### src/rtl/shift_sequencer_if.sv
// Request/result bundle between instruction control and the shift sequencer.
// The master issues operations; the slave (the sequencer) returns y/busy/done.
interface shift_sequencer_if #(
    parameter int bus = 4,
    parameter int CW  = $clog2(bus)
) ();
    logic            start;
    logic [bus-1:0]  a;
    logic [CW-1:0]   shift_count;
    logic            dir;
    logic            rot;
    logic [bus-1:0]  y;
    logic            busy;
    logic            done;

    modport master (
        output start, a, shift_count, dir, rot,
        input  y, busy, done
    );

    modport slave (
        input  start, a, shift_count, dir, rot,
        output y, busy, done
    );
endinterface

### src/rtl/shift_sequencer.sv
// Multi-cycle shift/rotate controller: one 1-bit step per clock, result
// presented in y together with a single-cycle done pulse.
module shift_sequencer #(
    parameter int bus = 4,
    parameter int CW  = $clog2(bus)
) (
    input  logic              clk,
    input  logic              rst,
    shift_sequencer_if.slave  sif
);

    localparam logic [1:0] IDLE  = 2'd0;
    localparam logic [1:0] SHIFT = 2'd1;
    localparam logic [1:0] DONE  = 2'd2;

    logic [1:0]     state;
    logic [bus-1:0] acc;
    logic [CW-1:0]  remaining;
    logic           dir_q;
    logic           rot_q;
    logic [bus-1:0] y_q;
    logic           busy_q;
    logic           done_q;
    logic [bus-1:0] acc_next;

    // Single-bit step: the fill bit is zero for logical shifts, the
    // bit falling off the opposite end for rotates.
    function automatic logic [bus-1:0] step_one(
        input logic [bus-1:0] v,
        input logic           right,
        input logic           rotate
    );
        logic fill;
        if (right) begin
            fill = rotate ? v[0] : 1'b0;
            return {fill, v[bus-1:1]};
        end else begin
            fill = rotate ? v[bus-1] : 1'b0;
            return {v[bus-2:0], fill};
        end
    endfunction

    assign acc_next = step_one(acc, dir_q, rot_q);

    always_ff @(posedge clk) begin
        if (rst) begin
            state     <= IDLE;
            acc       <= '0;
            remaining <= '0;
            dir_q     <= 1'b0;
            rot_q     <= 1'b0;
            y_q       <= '0;
            busy_q    <= 1'b0;
            done_q    <= 1'b0;
        end else begin
            case (state)
                IDLE: begin
                    done_q <= 1'b0;
                    if (sif.start) begin
                        acc       <= sif.a;
                        remaining <= sif.shift_count;
                        dir_q     <= sif.dir;
                        rot_q     <= sif.rot;
                        busy_q    <= 1'b1;
                        if (sif.shift_count == '0) begin
                            // Zero amount: the operand is the result as-is.
                            y_q    <= sif.a;
                            done_q <= 1'b1;
                            state  <= DONE;
                        end else begin
                            state  <= SHIFT;
                        end
                    end
                end
                SHIFT: begin
                    acc       <= acc_next;
                    remaining <= remaining - CW'(1);
                    if (remaining == CW'(1)) begin
                        y_q    <= acc_next;
                        done_q <= 1'b1;
                        state  <= DONE;
                    end
                end
                DONE: begin
                    done_q <= 1'b0;
                    busy_q <= 1'b0;
                    state  <= IDLE;
                end
                default: begin
                    done_q <= 1'b0;
                    busy_q <= 1'b0;
                    state  <= IDLE;
                end
            endcase
        end
    end

    assign sif.y    = y_q;
    assign sif.busy = busy_q;
    assign sif.done = done_q;

endmodule

### src/flat_wrapper.sv
// flat-port wrapper written by rule: the top's interface ports become plain ports
module shift_sequencer_flat 
#(
    parameter int bus = 4,
    parameter int CW  = $clog2(bus)
)
  (clk, rst, sif_start, sif_a, sif_shift_count, sif_dir, sif_rot, sif_y, sif_busy, sif_done);
  shift_sequencer_if #(.bus(bus), .CW(CW)) sif_i ();
  input  logic clk;
  input  logic rst;
  input wire logic [$bits(sif_i.start)-1:0] sif_start;
  input wire logic [$bits(sif_i.a)-1:0] sif_a;
  input wire logic [$bits(sif_i.shift_count)-1:0] sif_shift_count;
  input wire logic [$bits(sif_i.dir)-1:0] sif_dir;
  input wire logic [$bits(sif_i.rot)-1:0] sif_rot;
  output wire logic [$bits(sif_i.y)-1:0] sif_y;
  output wire logic [$bits(sif_i.busy)-1:0] sif_busy;
  output wire logic [$bits(sif_i.done)-1:0] sif_done;
  assign sif_i.start = sif_start;
  assign sif_i.a = sif_a;
  assign sif_i.shift_count = sif_shift_count;
  assign sif_i.dir = sif_dir;
  assign sif_i.rot = sif_rot;
  assign sif_y = sif_i.y;
  assign sif_busy = sif_i.busy;
  assign sif_done = sif_i.done;
  shift_sequencer #(.bus(bus), .CW(CW)) u_core (.clk(clk), .rst(rst), .sif(sif_i));
endmodule
### config.mk
export PLATFORM = sky130hd
export DESIGN_NAME = shift_sequencer_flat
export DESIGN_NICKNAME = d
export VERILOG_FILES = /design/src/rtl/shift_sequencer_if.sv /design/src/rtl/shift_sequencer.sv /design/src/flat_wrapper.sv
export SDC_FILE = /design/constraint.sdc
export NUM_CORES = 1
export LEC_CHECK = 0
export ABC_CLOCK_PERIOD_IN_PS = 1400
export CAP_MARGIN = 30
export CORE_MARGIN = 1.5
export CORE_UTILIZATION = 43
export DETAILED_ROUTE_END_ITERATION = 7
export GPL_TIMING_DRIVEN = 0
export PLACE_DENSITY = 0.8
export SETUP_SLACK_MARGIN = 0.1
export SYNTH_ARGS = -nofsm -noshare
export SYNTH_HDL_FRONTEND = slang
export SYNTH_SLANG_ARGS = --single-unit
### constraint.sdc
create_clock -name clk -period 1.4 [get_ports clk]
set_clock_uncertainty 0.1 [all_clocks]
set_input_delay 0.28 -clock clk [delete_from_list [all_inputs] [get_ports clk]]
set_output_delay 0.28 -clock clk [all_outputs]
set_load 0.03 [all_outputs]
==> results.sh, run 1 <==
export IMPL_outcome="complete, but fails checks"
export IMPL_failed_checks="setup timing"
export IMPL_tightest_slew_ps=307.7
export IMPL_ys_types=24
export IMPL_die_area_sq_um=2012
export IMPL_ant_nets=0
export IMPL_fin_util_pct=66.35
export IMPL_grt_overflow=0
export IMPL_clock_fmax_mhz=663.8
export IMPL_place_congestion=0.8055
export IMPL_vias=722
export IMPL_clock_sinks=16
export IMPL_dp_hpwl_mm=1.177
export IMPL_rsz0062_at_grt="yes"
export IMPL_critPathTopFamily="simple AND/OR/NAND/NOR gates"
export IMPL_grt_antenna_before_repair=0
export IMPL_via_per_inst=5.641
export IMPL_synth_common_cells="dfxtp_1 (16), nand2_1 (13), a21oi_1 (9), o211ai_1 (9), nor2_1 (8)"
export IMPL_htreeDepth=1
export IMPL_die_y_microns=44.86
export IMPL_crit_type="in2reg"
export IMPL_synth_largest_area_cell="dfxtp_1"
export IMPL_crit_start="sif_shift_count[0]"
export IMPL_clkSlewWorstSetupHoldPaths_ps=90
export IMPL_synth_seq_cells=16
export IMPL_post_route_drc_count=0
export IMPL_grt_pass1_vias=698
export IMPL_slowest_stage="or4b_4"
export IMPL_numCtsBuffers=3
export IMPL_synth_top_area_share_pct=42.52
export IMPL_grtUsageTotal_pct=20.62
export IMPL_p_per_area_nw_per_um2=1020
export IMPL_synth_fp_nets=99
export IMPL_nets=126
export IMPL_drv_slew=0
export IMPL_fin_tns_setup_ps=-449.9
export IMPL_cap_violations=0
export IMPL_min_period_over_period_pct=107.6
export IMPL_synth_avg_cell_area_sq_um=8.658
export IMPL_initial_core_util_pct=47.78
export IMPL_syn_area_sq_um=753.2
export IMPL_relSlewSlack_pct=78.96
export IMPL_critPathCaptureType="register"
export IMPL_worst_ep_arrival_time_ps=1630
export IMPL_firstDrtPassIters=5
export IMPL_ir_drop_v=0.0005724
export IMPL_fillers=138
export IMPL_yosysWarnings=0
export IMPL_fin_crit_ps=1507
export IMPL_syn2layout_area_growth_pct=38.87
export IMPL_start_kind="input port"
export IMPL_grt_max_degree=11
export IMPL_cts_tree="built"
export IMPL_synth_edf_count=0
export IMPL_setup_ws_ps=-106.6
export IMPL_drive_above_1_share_pct=29.46
export IMPL_drtIter0Drc=6
export IMPL_finalHoldViolCount=0
export IMPL_r2r_start="u_core.state[0]"
export IMPL_async_flop_share_pct=0
export IMPL_io_pins=17
export IMPL_synth_most_common_cell="dfxtp_1"
export IMPL_cp_num_buf_inv=1
export IMPL_synth_ff_type="dfxtp_1"
export IMPL_hp_start="u_core.sif.y[3]"
export IMPL_num_rows=14
export IMPL_core_area_sq_um=1577
export IMPL_leakage_uw=0.0004109
export IMPL_die_width_microns=44.86
export IMPL_yosysSeqAreaShare_pct=42.52
export IMPL_clkLatencyLatePin_ps=290
export IMPL_synthTopCellsByArea="dfxtp_1 (43%), o211ai_1 (9.0%), mux2i_1 (6.6%)"
export IMPL_cts_buffer_depth=2
export IMPL_path_cells="dlygate4sd2_1 -> or4b_4 -> a21oi_4 -> o211ai_1 -> a21oi_1"
export IMPL_port_buffers=16
export IMPL_drt_wirelength_per_cell_microns=13.63
export IMPL_critPathMaxFanout=5
export IMPL_grt_pass1_wl_mm=3.022
export IMPL_totalWireLength_mm=1.744
export IMPL_max_stage_delay_ps=590
export IMPL_antenna_cells=0
export IMPL_setup_viol=7
export IMPL_cts_root_buffer="clkbuf_4"
export IMPL_hp_class="reg2reg"
export IMPL_cts_hold_buf=0
export IMPL_crit_required_ps=1520
export IMPL_syn_inst=87
per-layer routing:
metal | GRT usage (%) | share of wire [%] | routed length (microns)
met1 | 24.81 | 46 | 802
met2 | 35.94 | 50 | 872
met3 | 6.000 | 4.0 | 70
met4 | 5.294 | 0 | 0
met5 | 0 | 0 | 0
where the power goes:
group,switching (uW),internal [uW]
clock,141,100
sequential,24.4,496
combinational,159,147
cell families (layout without fill, tap and decap cells):
logic type	after synthesis	count (layout)	synth area share [%]
buf+inv	6	31	3.322
mux	5	5	6.645
simple gates	32	32	20.60
compound gates	27	27	25.25
fa+ha+maj	1	1	1.661
flops	16	16	42.53
worst paths after layout:
path	cells after the start	to	slack (ps)
max	5	u_core.sif.y[0]	-110
min reg2reg	2	u_core.sif.y[3]	350
min	2	u_core.sif.y[3]	350
max reg2reg	4	u_core.sif.y[0]	-90
tightest hold or removal path: stages, from the launching register on:
cell and delay (ps):
dfxtp_1 310, nand2_1 50, a21oi_1 50
stage by stage:
step / hold slack (ps) / worst slack [ps] / cells / power (uW) / cell area [sq um]
floorplan: 245.3 / -2.304 / 87 / 700.7 / 768.2
global placement: 346.5 / -553.7 / 119 / 783.0 / 948.4
detailed placement: 348.1 / -587.0 / 119 / 793.0 / 948.4
CTS: 358.3 / -115.1 / 128 / 1060 / 1028
global route: 389.3 / -166.4 / 128 / 1133 / 1046
finish: 350.2 / -106.6 / 128 / 1067 / 1046
cell usage in the layout (no fill, tap or decap), types with 2 or more instances in the layout:
| cell type | instances |
|---|---|
| a211oi_1 | 4 |
| a21oi_1 | 9 |
| buf_2 | 6 |
| buf_4 | 5 |
| buf_6 | 4 |
| clkbuf_2 | 2 |
| clkbuf_4 | 3 |
| clkdlybuf4s50_1 | 7 |
| dfxtp_1 | 15 |
| dlygate4sd2_1 | 3 |
| mux2i_1 | 5 |
| nand2_1 | 11 |
| nand2_4 | 2 |
| nand2b_1 | 2 |
| nand3_1 | 2 |
| nor2_1 | 5 |
| nor2_2 | 2 |
| nor2b_4 | 2 |
| o211ai_1 | 9 |
sequential cells by signal (all words and copies together), names as in the netlist:
name	flops
u_core.acc	4
u_core.sif.y	4
u_core.remaining	2
u_core.state	2
u_core.dir_q	1
u_core.rot_q	1
u_core.sif.busy	1
u_core.sif.done	1
final cells by class:
class	count	area [sq um]	area share, %
sequential	16	324.1	30.98
clock buffer	3	22.52	2.153
inverter	1	3.754	0.3589
multi-input combinational	65	456.7	43.66
tap	16	20.02	1.914
buffer	5	43.79	4.187
timing repair buffer	22	175.2	16.75
timing repair:
item	4_1_cts	5_1_grt
resized for setup	46	11
pin swaps	10	14
cloned	1	0
setup buffers	5	0
setup endpoints to repair	19	17
Note: power is estimated with default switching activity, not from simulation.
==> run 2, diff against run 1 <==
--- a/config.mk
+++ b/config.mk
@@ -7,7 +7,7 @@
 export LEC_CHECK = 0
 export ABC_CLOCK_PERIOD_IN_PS = 1400
 export CAP_MARGIN = 30
-export CORE_MARGIN = 1.5
+export CORE_MARGIN = 2
 export CORE_UTILIZATION = 43
 export DETAILED_ROUTE_END_ITERATION = 7
 export GPL_TIMING_DRIVEN = 0
==> run 2 against run 1 <==
The run still ends with setup timing left; combinational power fell by 1%; first-iteration DRC count grew 50%; die area is 4.5% higher; largest cell class unchanged; sequential share of layout area rose by 0.38 points; count of clock-buffer cells in the layout unchanged; clock power hardly changed.
==> results.sh, run 2 (same netlist as run 1, synthesis figures left out) <==
export IMPL_grt_antenna_before_repair=0
export IMPL_vias=713
export IMPL_tightest_slew_ps=304.1
export IMPL_clock_fmax_mhz=678.1
export IMPL_worstRegToRegCells=6
export IMPL_antenna_cells=0
export IMPL_hp_class="reg2reg"
export IMPL_leakage_uw=0.0004065
export IMPL_hp_start="u_core.sif.y[2]"
export IMPL_grt_overflow=0
export IMPL_grt_pass1_vias=673
export IMPL_fin_crit_ps=1475
export IMPL_post_dp_cell_area_sq_um=949.7
export IMPL_core_area_sq_um=1689
export IMPL_ant_nets=0
export IMPL_slowest_stage="or4b_4"
export IMPL_crit_type="in2reg"
export IMPL_min_path_cells=2
export IMPL_die_area_sq_um=2103
export IMPL_place_congestion=0.8194
export IMPL_nets=126
export IMPL_drive_above_1_share_pct=29.46
export IMPL_hold_path_end="u_core.sif.y[2]"
export IMPL_clkLatencyLatePin_ps=280
export IMPL_max_stage_delay_ps=590
export IMPL_cap_violations=0
export IMPL_numCtsBuffers=3
export IMPL_r2r_start="u_core.state[0]"
export IMPL_initial_core_util_pct=44.59
export IMPL_place_inst=120
export IMPL_relSlewSlack_pct=79.20
export IMPL_fillers=149
export IMPL_layout_cells_most_common="dfxtp_1"
export IMPL_rsz0062_at_grt="yes"
export IMPL_io_pins=17
export IMPL_num_rows=15
export IMPL_htreeDepth=1
export IMPL_critPathMaxFanout=5
export IMPL_post_route_drc_count=0
export IMPL_cts_buffer_depth=2
export IMPL_min_period_over_period_pct=105.3
export IMPL_cts_root_buffer="clkbuf_4"
export IMPL_cts_hold_buf=0
export IMPL_dp_hpwl_mm=1.202
export IMPL_finalHoldViolCount=0
export IMPL_ff_latch_area_sq_um=325.3
export IMPL_die_y_microns=45.86
export IMPL_clock_sinks=16
export IMPL_p_per_area_nw_per_um2=1023
export IMPL_grtUsageTotal_pct=17.95
export IMPL_multi_input_area_sq_um=449.2
export IMPL_mostFrequentLayoutCells="dfxtp_1 (14), nand2_1 (11), o211ai_1 (9), a21oi_1 (9), clkdlybuf4s50_1 (7)"
export IMPL_drv_slew=0
export IMPL_setup_viol=7
export IMPL_drt_wirelength_per_cell_microns=13.18
export IMPL_crit_required_ps=1520
export IMPL_grt_max_degree=11
export IMPL_final_cells=129
export IMPL_design_area_sq_um=1037
export IMPL_start_kind="input port"
export IMPL_r2r_slack_ps=-60
export IMPL_worst_ep_arrival_time_ps=1600
export IMPL_via_per_inst=5.527
export IMPL_ir_drop_v=0.0006434
export IMPL_totalWireLength_mm=1.700
export IMPL_port_buffers=16
export IMPL_grt_pass1_wl_mm=2.718
export IMPL_setup_ws_ps=-74.64
export IMPL_outcome="complete, but fails checks"
export IMPL_die_width_microns=45.86
export IMPL_path_cells="dlygate4sd2_1 -> or4b_4 -> a21oi_4 -> o211ai_1 -> a21oi_1"
export IMPL_r2r_end="u_core.dir_q"
export IMPL_failed_checks="setup timing"
export IMPL_clkSlewWorstSetupHoldPaths_ps=90
export IMPL_drtIter0Drc=9
export IMPL_critPathCaptureType="register"
export IMPL_cts_tree="built"
export IMPL_syn2layout_area_growth_pct=37.71
export IMPL_fin_util_pct=61.41
export IMPL_firstDrtPassIters=4
run 2: area by class of cell:
cell class                 count  area share (%)
multi-input combinational     65           43.31
sequential                    16           31.36
timing repair buffer          22           16.89
buffer                         5           3.860
clock buffer                   3           2.171
tap                           17           2.051
inverter                       1          0.3619
run 2: critical path: cells and delay by family:
family	cells	cell delay, ps
and+or+nand+nor	1	590
AOI/OAI and AO/OA	3	420
buffers and inverters	1	300
run 2: routing by layer:
layer	GRT usage, %	vias to the layer above	share of wire, %
li1	-	365	-
met1	20.00	335	43
met2	32.22	11	52
met3	5.952	2	4.6
met4	4.571	0	0.53
met5	0	-	0
run 2: worst max-delay path by stage:
stage,start,slack (ps),cells after the start,end
4_1_cts,u_core.state[0],-110,4,u_core.sif.y[0]
6_report,sif_shift_count[0],-70,5,u_core.sif.y[3]
3_3_place_gp,sif_shift_count[0],-560,5,u_core.sif.y[1]
5_1_grt,u_core.state[0],-130,4,u_core.sif.y[1]
3_5_place_dp,sif_shift_count[0],-590,5,u_core.sif.y[3]
2_1_floorplan,u_core.state[0],-2,4,u_core.sif.y[0]
run 2: power by group:
group / switching, uW / total [uW] / internal, uW
combinational: 156 / 302 / 146
clock: 139 / 238 / 99.9
sequential: 24.4 / 520 / 496
run 2: what timing repair did:
action	4_1_cts	5_1_grt
setup buffers	5	0
endpoints found under the setup margin	19	17
pin swaps	9	12
gates resized for setup	48	6
gates cloned	1	0
run 2: through the flow:
stage / setup WS, ps / TNS (ps) / hold slack, ps / power (uW)
global placement: -558.4 / -5287 / 347.5 / 783.7
global route: -127.0 / -993.6 / 387.9 / 1127
floorplan: -2.304 / -9.215 / 245.3 / 700.7
CTS: -106.1 / -523.7 / 357.1 / 1070
finish: -74.64 / -411.6 / 354.1 / 1061
detailed placement: -586.3 / -5895 / 347.1 / 794.5
==> run 3, diff against run 2 <==
--- a/config.mk
+++ b/config.mk
@@ -5,13 +5,13 @@
 export SDC_FILE = /design/constraint.sdc
 export NUM_CORES = 1
 export LEC_CHECK = 0
-export ABC_CLOCK_PERIOD_IN_PS = 1400
-export CAP_MARGIN = 30
+export ABC_CLOCK_PERIOD_IN_PS = 1650
+export CAP_MARGIN = 10
 export CORE_MARGIN = 2
-export CORE_UTILIZATION = 43
+export CORE_UTILIZATION = 47
 export DETAILED_ROUTE_END_ITERATION = 7
 export GPL_TIMING_DRIVEN = 0
-export PLACE_DENSITY = 0.8
+export PLACE_DENSITY = 0.82
 export SETUP_SLACK_MARGIN = 0.1
 export SYNTH_ARGS = -nofsm -noshare
 export SYNTH_HDL_FRONTEND = slang
==> constraint.sdc (replaced) <==
create_clock -name clk -period 1.65 [get_ports clk]
set_clock_uncertainty 0.1 [all_clocks]
set_input_delay 0.33 -clock clk [delete_from_list [all_inputs] [get_ports clk]]
set_output_delay 0.33 -clock clk [all_outputs]
set_load 0.03 [all_outputs]
==> run 3 against run 2 <==
Sequential share of layout area is 1.9 points higher; sequential power shrank 15%; final area shrank 6.2%; count of clock-buffer cells in the layout up 1; hold slack improved by 4.8 ps; setup slack better by 230 ps; the run now ends clean; sequential cell count is the same; critical path depth decreased by 1; utilization increased by 3.2 points.
==> results.sh, run 3 (same netlist as run 1, synthesis figures left out) <==
export IMPL_r2r_slack_ps=150
export IMPL_totalWireLength_mm=1.661
export IMPL_die_y_microns=44.03
export IMPL_initial_core_util_pct=50.00
export IMPL_drive_above_1_share_pct=14.02
export IMPL_leakage_uw=0.0003766
export IMPL_drv_slew=0
export IMPL_outcome="finished clean"
export IMPL_port_buffers=16
export IMPL_drtIter0Drc=19
export IMPL_ant_nets=0
export IMPL_htreeDepth=1
export IMPL_p_per_area_nw_per_um2=946.8
export IMPL_cts_setup_buffers=0
export IMPL_clkLatencyLatePin_ps=300
export IMPL_grt_antenna_before_repair=0
export IMPL_setup_viol=0
export IMPL_cts_tree="built"
export IMPL_rsz0062_at_grt="yes"
export IMPL_worstRegToRegCells=4
export IMPL_clock_fmax_mhz=667.4
export IMPL_via_per_inst=5.919
export IMPL_cts_hold_buf=0
export IMPL_syn2layout_area_growth_pct=29.24
export IMPL_ir_drop_v=0.0006102
export IMPL_num_rows=14
export IMPL_cts_root_buffer="clkbuf_4"
export IMPL_grt_pass1_wl_mm=2.718
export IMPL_post_place_ws_ps=-318.8
export IMPL_hold_slack_ps=358.9
export IMPL_place_congestion=0.8119
export IMPL_clkSlewWorstSetupHoldPaths_ps=90
export IMPL_design_area_sq_um=973.4
export IMPL_start_kind="register"
export IMPL_dp_hpwl_mm=1.149
export IMPL_crit_type="reg2reg"
export IMPL_post_route_drc_count=0
export IMPL_firstDrtPassIters=4
export IMPL_clock_sinks=16
export IMPL_tightest_slew_ps=470.3
export IMPL_post_dp_cell_area_sq_um=933.4
export IMPL_antenna_cells=0
export IMPL_hp_class="reg2reg"
export IMPL_relSlewSlack_pct=68.65
export IMPL_grtUsageTotal_pct=19.01
export IMPL_crit_required_ps=1780
export IMPL_hp_start="u_core.sif.y[2]"
export IMPL_min_path_cells=2
export IMPL_fin_crit_ps=1498
export IMPL_hold_path_end="u_core.sif.y[2]"
export IMPL_grt_overflow=0
export IMPL_min_period_over_period_pct=90.81
export IMPL_fin_util_pct=64.62
export IMPL_r2r_start="u_core.state[0]"
export IMPL_layout_cells_most_common="dfxtp_1"
export IMPL_die_area_sq_um=1939
export IMPL_numCtsBuffers=3
export IMPL_place_inst=119
export IMPL_cts_buffer_depth=2
export IMPL_critPathMaxFanout=8
export IMPL_setup_ws_ps=151.7
export IMPL_core_area_sq_um=1506
export IMPL_mostFrequentLayoutCells="dfxtp_1 (15), nand2_1 (13), o211ai_1 (9), a21oi_1 (9), dlygate4sd2_1 (9)"
export IMPL_grt_max_degree=11
export IMPL_drt_wirelength_per_cell_microns=13.50
export IMPL_critPathCaptureType="register"
export IMPL_io_pins=17
export IMPL_r2r_end="u_core.sif.y[3]"
export IMPL_cap_violations=0
export IMPL_finalHoldViolCount=0
export IMPL_grt_pass1_vias=683
export IMPL_die_width_microns=44.03
export IMPL_vias=728
export IMPL_final_cells=123
export IMPL_worst_ep_arrival_time_ps=1630
export IMPL_nets=120
run 3: cell types whose count changed in the layout (fill, tap and decap cells not counted), moves of 2 or more:
cell / before / now
clkbuf_1: 0 / 2
buf_6: 3 / 0
buf_4: 6 / 2
nand2_1: 11 / 13
dlygate4sd2_1: 3 / 9
buf_2: 6 / 1
clkbuf_2: 2 / 0
run 3: layout make-up:
type / count / area [sq um]
sequential: 16 / 324.1
timing repair buffer: 16 / 148.9
buffer: 5 / 27.53
inverter: 1 / 3.754
multi-input combinational: 65 / 412.9
tap: 16 / 20.02
fill: 140 / 533.0
clock buffer: 4 / 36.28
run 3: through the flow:
| step | power (uW) | setup TNS (ps) |
|---|---|---|
| 2_1_floorplan | 587.7 | 0 |
| 3_3_place_gp | 658.3 | -2369 |
| 3_5_place_dp | 665.4 | -2603 |
| 4_1_cts | 916.9 | 0 |
| 5_1_grt | 964.9 | 0 |
| 6_report | 921.7 | 0 |
run 3: metal layers:
metal,GRT usage [%],vias up,routed length [microns]
met5,0,-,0
met4,10.30,0,34
met3,3.673,5,64
met2,32.94,21,859
met1,21.91,350,703
li1,-,352,-
run 3: power by group:
group	total, uW	internal, uW	switching [uW]
logic	212	95.4	117
clock network	265	135	130
registers	444	421	23.4
run 3: what timing repair did:
item                                   in CTS  in global routing
endpoints found under the hold margin       0                  0
gates resized for setup                    11                  7
pin swaps                                   2                  6
setup endpoints to repair                  15                  9
run 3: worst max path at each step:
stage,startpoint,endpoint,slack (ps),cells past startpoint
6_report,u_core.state[0],u_core.sif.y[3],150,4
5_1_grt,u_core.state[0],u_core.sif.y[3],60,4
4_1_cts,u_core.state[0],u_core.sif.y[3],90,4
3_5_place_dp,sif_start,u_core.sif.y[2],-320,5
3_3_place_gp,sif_shift_count[1],u_core.sif.y[1],-320,5
2_1_floorplan,u_core.state[0],u_core.sif.y[0],180,4
run 3: critical path: stages (launching register included):
cell      delay (ps)
dfxtp_4          380
or4b_4           520
a21oi_4          180
o211ai_1         100
a21oi_1          160
